[config.mk]
export PLATFORM = sky130hd
export DESIGN_NAME = pc_run_ctrl
export DESIGN_NICKNAME = d
export VERILOG_FILES = /design/src/rtl/pc_ctrl_pkg.sv /design/src/rtl/pc_step_cnt.sv /design/src/rtl/pc_run_ctrl.sv
export SDC_FILE = /design/constraint.sdc
export NUM_CORES = 1
export LEC_CHECK = 0
export CORE_ASPECT_RATIO = 0.8
export CORE_UTILIZATION = 41
export CTS_BUF_LIST = sky130_fd_sc_hd__clkbuf_8 sky130_fd_sc_hd__clkbuf_16
export CTS_CLUSTER_DIAMETER = 200
export DETAILED_ROUTE_END_ITERATION = 12
export PLACE_DENSITY = 0.68
export SYNTH_ARGS = -nofsm -noshare
export SYNTH_HDL_FRONTEND = slang
export SYNTH_SLANG_ARGS = --single-unit
[constraint.sdc]
create_clock -name clk -period 1.86 [get_ports clk]
set_input_delay 0.372 -clock clk [delete_from_list [all_inputs] [get_ports clk]]
set_output_delay 0.372 -clock clk [all_outputs]
set_load 0.05 [all_outputs]
[src/rtl/pc_ctrl_pkg.sv]
// Shared definitions for the program-counter run controller: opcodes,
// FSM state encoding, CFG bit positions and the command-acceptance rule.
package pc_ctrl_pkg;

    localparam logic [1:0] OP_LOAD = 2'b00;
    localparam logic [1:0] OP_RUN  = 2'b01;
    localparam logic [1:0] OP_STOP = 2'b10;
    localparam logic [1:0] OP_CFG  = 2'b11;

    typedef enum logic [1:0] {
        ST_IDLE = 2'b00,
        ST_LOAD = 2'b01,
        ST_RUN  = 2'b10,
        ST_DONE = 2'b11
    } pc_state_e;

    localparam int CFG_OE_BIT       = 0;
    localparam int CFG_FREE_RUN_BIT = 1;

    // IDLE takes every opcode; RUN only takes STOP while more than one
    // step is still outstanding, so the final step always completes.
    function automatic logic cmd_accepts(input pc_state_e st,
                                         input logic [1:0] op,
                                         input logic       last);
        logic ok;
        case (st)
            ST_IDLE: ok = 1'b1;
            ST_RUN:  ok = (op == OP_STOP) && !last;
            default: ok = 1'b0;
        endcase
        return ok;
    endfunction

endpackage

[src/rtl/pc_step_cnt.sv]
// Loadable 8-bit down-counter holding the number of RUN steps still owed.
// It never wraps: a decrement request at 1 (or 0) leaves the value alone.
module pc_step_cnt
(
    input  logic       clk,
    input  logic       rst,
    input  logic       load,
    input  logic [7:0] load_val,
    input  logic       dec,
    output logic       last
);

    logic [7:0] count_r;

    // Remaining-step register: load has priority over decrement
    always_ff @(posedge clk) begin
        if (rst) begin
            count_r <= 8'd0;
        end else if (load) begin
            count_r <= load_val;
        end else if (dec && (count_r > 8'd1)) begin
            count_r <= count_r - 8'd1;
        end else begin
            count_r <= count_r;
        end
    end

    assign last = (count_r == 8'd1);

endmodule

[src/rtl/pc_run_ctrl.sv]
// Command-driven controller for an 8-bit program counter: loads a value,
// runs it for N steps (abortable by STOP), and configures output drive
// and free-run. All outputs are decoded from registered state and flags.
module pc_run_ctrl
    import pc_ctrl_pkg::*;
#(
    parameter logic DEFAULT_DRIVE = 1'b1,
    parameter logic DEFAULT_EN    = 1'b0
)
(
    input  logic       clk,
    input  logic       rst,
    input  logic       cmd_valid,
    output logic       cmd_ready,
    input  logic [1:0] cmd_op,
    input  logic [7:0] cmd_arg,
    output logic       pc_load,
    output logic [7:0] pc_load_val,
    output logic       pc_en,
    output logic       pc_oe,
    output logic       busy,
    output logic       done,
    output logic       aborted
);

    pc_state_e  state_r;
    logic       free_run_r;
    logic       pc_oe_r;
    logic [7:0] pc_load_val_r;
    logic       aborted_r;

    logic       cmd_ready_s;
    logic       accept_s;
    logic       cnt_load_s;
    logic       cnt_dec_s;
    logic       cnt_last_s;

    // Handshake: nothing is accepted while reset is held
    always_comb begin
        cmd_ready_s = 1'b0;
        if (rst) begin
            cmd_ready_s = 1'b0;
        end else begin
            cmd_ready_s = cmd_accepts(state_r, cmd_op, cnt_last_s);
        end
    end

    assign accept_s   = cmd_valid && cmd_ready_s;
    // A zero-length RUN never enters RUN, so the counter need not be loaded
    assign cnt_load_s = (state_r == ST_IDLE) && accept_s && (cmd_op == OP_RUN)
                        && (cmd_arg != 8'd0);
    assign cnt_dec_s  = (state_r == ST_RUN) && !cnt_last_s;

    pc_step_cnt u_step_cnt (
        .clk      (clk),
        .rst      (rst),
        .load     (cnt_load_s),
        .load_val (cmd_arg),
        .dec      (cnt_dec_s),
        .last     (cnt_last_s)
    );

    // Control FSM with its flag registers (load value, abort cause, config)
    always_ff @(posedge clk) begin
        if (rst) begin
            state_r       <= ST_IDLE;
            pc_load_val_r <= 8'h00;
            aborted_r     <= 1'b0;
            pc_oe_r       <= DEFAULT_DRIVE;
            free_run_r    <= DEFAULT_EN;
        end else begin
            case (state_r)
                ST_IDLE: begin
                    if (accept_s) begin
                        case (cmd_op)
                            OP_LOAD: begin
                                pc_load_val_r <= cmd_arg;
                                state_r       <= ST_LOAD;
                            end
                            OP_RUN: begin
                                if (cmd_arg == 8'd0) begin
                                    aborted_r <= 1'b0;
                                    state_r   <= ST_DONE;
                                end else begin
                                    state_r   <= ST_RUN;
                                end
                            end
                            OP_CFG: begin
                                pc_oe_r    <= cmd_arg[CFG_OE_BIT];
                                free_run_r <= cmd_arg[CFG_FREE_RUN_BIT];
                            end
                            default: begin
                                // STOP while idle is a no-op
                                state_r <= ST_IDLE;
                            end
                        endcase
                    end
                end
                ST_LOAD: begin
                    state_r <= ST_IDLE;
                end
                ST_RUN: begin
                    if (accept_s) begin
                        aborted_r <= 1'b1;
                        state_r   <= ST_DONE;
                    end else if (cnt_last_s) begin
                        aborted_r <= 1'b0;
                        state_r   <= ST_DONE;
                    end else begin
                        state_r   <= ST_RUN;
                    end
                end
                ST_DONE: begin
                    state_r <= ST_IDLE;
                end
                default: begin
                    state_r <= ST_IDLE;
                end
            endcase
        end
    end

    assign cmd_ready   = cmd_ready_s;
    assign pc_load     = (state_r == ST_LOAD);
    assign pc_load_val = pc_load_val_r;
    assign pc_en       = (state_r == ST_RUN) || ((state_r == ST_IDLE) && free_run_r);
    assign pc_oe       = pc_oe_r;
    assign busy        = (state_r != ST_IDLE);
    assign done        = (state_r == ST_DONE);
    assign aborted     = aborted_r;

endmodule

=== Word-level counts from Yosys, hierarchy flattened ===
Cells that the tools add are included.

* Add/sub/neg operators: 1
* Order comparisons: 1
* Equal/unequal tests: 12
* Muxes and demuxes: 16
* Reductions and logical operators: 22

{| class="wikitable"
|+ Operators with widths
! operator !! number
|-
| 8-bit two-way mux || 2
|-
| 2-bit one-hot mux with 3 select lines || 2
|-
| 1-bit two-way mux || 9
|-
| 2-bit equality test (second input constant) || 4
|-
| 8-bit by 1-bit equality test with 1-bit output (second input constant) || 1
|-
| 8-bit by 1-bit greater-than comparator with 1-bit output (second input constant) || 1
|-
| 1-bit logical AND || 8
|-
| 8-bit logical NOT || 1
|-
| 2-bit inequality test (second input constant) || 4
|-
| 8-bit nonzero test || 1
|-
| 8-bit by 1-bit subtractor with 8-bit output (second input constant) || 1
|-
| 3-bit AND reduction || 2
|-
| 2-bit nonzero test || 3
|-
| 5-bit AND reduction || 1
|-
| 2-bit by 1-bit equality test with 1-bit output (second input constant) || 2
|-
| 2-bit logical NOT || 2
|-
| 1-bit one-hot mux with 2 select lines || 2
|-
| 3-bit inequality test (second input constant) || 1
|-
| 2-bit two-way mux || 1
|-
| 2-bit AND reduction || 1
|-
| 2-bit OR reduction || 1
|-
| 1-bit logical NOT || 1
|-
| 1-bit logical OR || 1
|}

* Register bits after elaboration: 21
* Bits of input ports: 13
* Output and inout port bits: 15
* Word-level logic and storage cells: 58

=== Depth between registers and ports, before layout ===
* Depth in word-level cells: 10
* Depth in mapped cells: 6
* Mapped depth without buffers: 6

=== By module ===
From an unflattened synthesis, not the netlist that was laid out.

* Cells, all modules: 152
* Area, all modules: 1256.2 um^2

{| class="wikitable"
|+ Modules (own cells, without submodules)
! module !! instances !! cells an instance !! area each (um^2) !! seq. area each (um^2)
|-
| pc_run_ctrl || 1 || 84 || 695.7 || 260.2
|-
| pc_step_cnt || 1 || 68 || 560.5 || 160.2
|}

=== Least setup slack after synthesis ===
Ideal clock, no wire load.

* Path kind: reg2out
* From: reg u_step_cnt.count_r[1]
* To: out cmd_ready
* Arrival: 1.975 ns
* Required time: 1.488 ns
* Setup slack: -0.487 ns
* Stages on the path, launching flop included: 6
* Path buffers: 0
* Path through: dfxtp_1 inv_1 ha_1 nand3_1 nand2_1 a211oi_1

* Cells in the longest elaborated chain, start to end: 5

{| class="wikitable"
|+ RTL lines
! what !! line !! source
|-
| start, declared || pc_step_cnt.sv:13 || <nowiki>logic [7:0] count_r;</nowiki>
|-
| start signal, assigned || pc_step_cnt.sv:20 || <nowiki>count_r <= load_val;</nowiki>
|-
| start signal, assigned || pc_step_cnt.sv:22 || <nowiki>count_r <= count_r - 8'd1;</nowiki>
|-
| start signal, assigned || pc_step_cnt.sv:24 || <nowiki>count_r <= count_r;</nowiki>
|-
| 8-bit by 1-bit equality test with 1-bit output || pc_step_cnt.sv:28 || <nowiki>assign last = (count_r == 8'd1);</nowiki>
|-
| 1-bit logical NOT || pc_ctrl_pkg.sv:28 || <nowiki>ST_RUN: ok = (op == OP_STOP) && !last;</nowiki>
|-
| 1-bit logical AND || pc_ctrl_pkg.sv:28 ||
|-
| 1-bit one-hot mux with 2 select lines || pc_ctrl_pkg.sv:26 || <nowiki>case (st)</nowiki>
|-
| 1-bit two-way mux || pc_run_ctrl.sv:41 || <nowiki>if (rst) begin</nowiki>
|-
| end, declared || pc_run_ctrl.sv:14 || <nowiki>output logic cmd_ready,</nowiki>
|}

No other way between the ends.

=== Worst setup path after layout ===
Ends and elaborated chain as after synthesis.

==> impl_metrics.ini <==
[synth]
synth_nets = 149
yosysSeqAreaShare_pct = 35.86
synth_largest_area_cell = dfxtp_1
synth_enable_flop_cells = 0
synthesis.area_um2 = 1172
synth_cells = 134
synth_area_leaders = dfxtp_1 36%, mux2i_1 9.4%, nor2_1 6.7%
synth_common_cells = 21 x dfxtp_1, 21 x nor2_1, 11 x mux2i_1, 8 x nor2b_1
synth.avg_cell_area_um2 = 8.749
synth-seq-cells = 21
synth_flop_cell = dfxtp_1
netlist-cell-type-count = 42
synthArstFlopShare_pct = 0
yosysTopAreaCellShare_pct = 35.86
yosys_warnings = 0

[placement]
portBuffers = 27
dp_hpwl_um = 2312
finalWeightedCongestion = 0.8384
postPlaceCellArea_um2 = 1660
pre_cts_ws_ns = -0.3900

[setup_path]
cp_top_family = flip-flops
crit_required_ns = 1.49
cp_slowest_cell = dfxtp_4
crit_fanout = 3
crit_buf_inv = 2
end_kind = primary output
crit_path_max_incr_delay_ns = 0.36
critPathKind = reg2out
crit_chain = inv_2 > ha_2 > nand3_2 > nand2_2 > a211oi_4 > buf_12
cp.arrival_ns = 1.44
startpoint_type = flip-flop

[power]
pwr-share-seq_pct = 45.0
swShare_pct = 29.89
power.leakage_nw = 0.7485
p_clk_share_pct = 26.4
combPwrFrac_pct = 28.6
power_switching_w = 0.0003253
p_int_w = 0.0007629
ir_drop_uv = 462.3
powerDensity_nw_per_um2 = 613.8

[routing]
drtPass1Iterations = 4
highest_layer = met4
drt_iter0_drc = 146
wl_per_cell_um = 14.06
via_count = 1171
wl_met2_um = 1325
via_per_inst = 5.372
ant_nets = 0
met3_length_um = 94
wirelength_um = 3066
drc = 0
m1WireLength_um = 1621

[sta]
relSlewSlack_pct = 65.84
setup_viol = 0
tightest_slew_ns = 0.5109
fin_tns_setup_ns = 0
layout_setup_ws_ns = 0.05282
drv_slew = 0
rsz0062_at_grt = no
fmax_mhz = 553.3
period_share_pct = 97.16
finalHoldViolCount = 0
fin_crit_ns = 1.807
skew_ns = 0.002272

[cts]
h-tree-depth = 1
cts_max_path_buffers = 2
clk_latency_ns = 0.25
cts_sinks = 21
clkTransAtPathRegs_ns = 0.07
cts_root_buf = clkbuf_8
cts_made_buffers = 3
cts_tree = yes
postCtsHoldBufs = 0

[finish]
fillers = 214
drive_gt1_share_pct = 29.12
area_growth_pct = 51.23
antenna_cells = 0
final_nets = 198
design_area_um2 = 1773

[grt]
track_usage_pct = 21.81
antenna_found_initial = 0
grt_pass1_vias = 1103
grt_start_max_net_pins = 14
grt_pass1_wl_um = 5106
overflow = 0

[die]
io_pins = 28
die_h_um = 49.83
row_count = 16
die_x_um = 61.79
dieArea_um2 = 3079
initial_utilization_pct = 45.40
core-area_um2 = 2582

[status]
status = complete, no violations

[min_path]
hp-class = reg2reg

[flow_run]
max_cap_viol_count = 0
-- final cells by class --
type | count | area [um2] | area share [%]
multi-input combinational | 102 | 743.2 | 41.92
timing repair buffer | 52 | 500.5 | 28.23
sequential | 21 | 427.9 | 24.14
tap | 36 | 45.04 | 2.541
clock buffer | 3 | 41.29 | 2.329
inverter | 3 | 11.26 | 0.6351
clock inverter | 1 | 3.754 | 0.2117
-- power by group through the flow --
stage / sequential [W] / combinational (W) / clock [W]
finish: 0.000490 / 0.000311 / 0.000287
global route: 0.000492 / 0.000334 / 0.000311
CTS: 0.000489 / 0.000299 / 0.000291
detailed placement: 0.000499 / 0.000294 / 0
global placement: 0.000498 / 0.000289 / 0
floorplan: 0.000519 / 0.000149 / 0
-- stage by stage --
stage | util, % | total power [W] | hold WS, ns | std cells
after floorplan | - | 0.0006681 | 0.4611 | 134
after global placement | 64.29 | 0.0007873 | 0.4789 | 211
after detailed placement | 64.29 | 0.0007929 | 0.4897 | 211
after CTS | 66.72 | 0.001079 | 0.5127 | 215
after global routing | 68.65 | 0.001138 | 0.5173 | 218
final | 68.65 | 0.001088 | 0.4943 | 218
-- routing by layer --
metal  global-route usage, %  vias up
met5                       0        -
met4                   4.444        0
met3                   3.150        5
met2                   30.82       23
met1                   34.58      555
li1                        -      588
-- cell families after synthesis --
group,count (synthesis),share of synthesized area [%]
fa+ha+maj,2,2.134
buf+inv,11,5.443
compound gates,30,18.57
flops,21,35.86
xor+xnor,3,2.242
simple gates,55,25.40
mux,12,10.35
-- cell usage in the layout (no fill, tap or decap), drive strengths merged, types with 4 or more instances in the layout --
cell	instances
dlygate4sd2	4
a211oi	6
nor2b	8
nor2	21
clkdlybuf4s50	17
inv	4
buf	31
dfxtp	21
a21oi	6
nor3	6
mux2i	11
-- registers in the layout (all words and copies together), names as in the netlist --
register and flops:
state_r 2, u_step_cnt.count_r 8, pc_load_val 8, free_run_r 1
pc_oe 1, aborted 1
-- final timing paths --
kind / end / slack [ns] / depth (start not counted) / start
max reg2reg: u_step_cnt.count_r[7] / 0.09 / 6 / u_step_cnt.count_r[1]
min reg2reg: state_r[1] / 0.49 / 1 / state_r[0]
min: state_r[1] / 0.49 / 1 / state_r[0]
max: cmd_ready / 0.05 / 6 / u_step_cnt.count_r[1]
-- what timing repair did --
action,4_1_cts,5_1_grt
buffers inserted,0,3
gates cloned,0,0
endpoints found under the setup margin,20,6
gates resized for setup,11,9
pin swaps,1,2
Note: power is estimated with default switching activity, not from simulation.
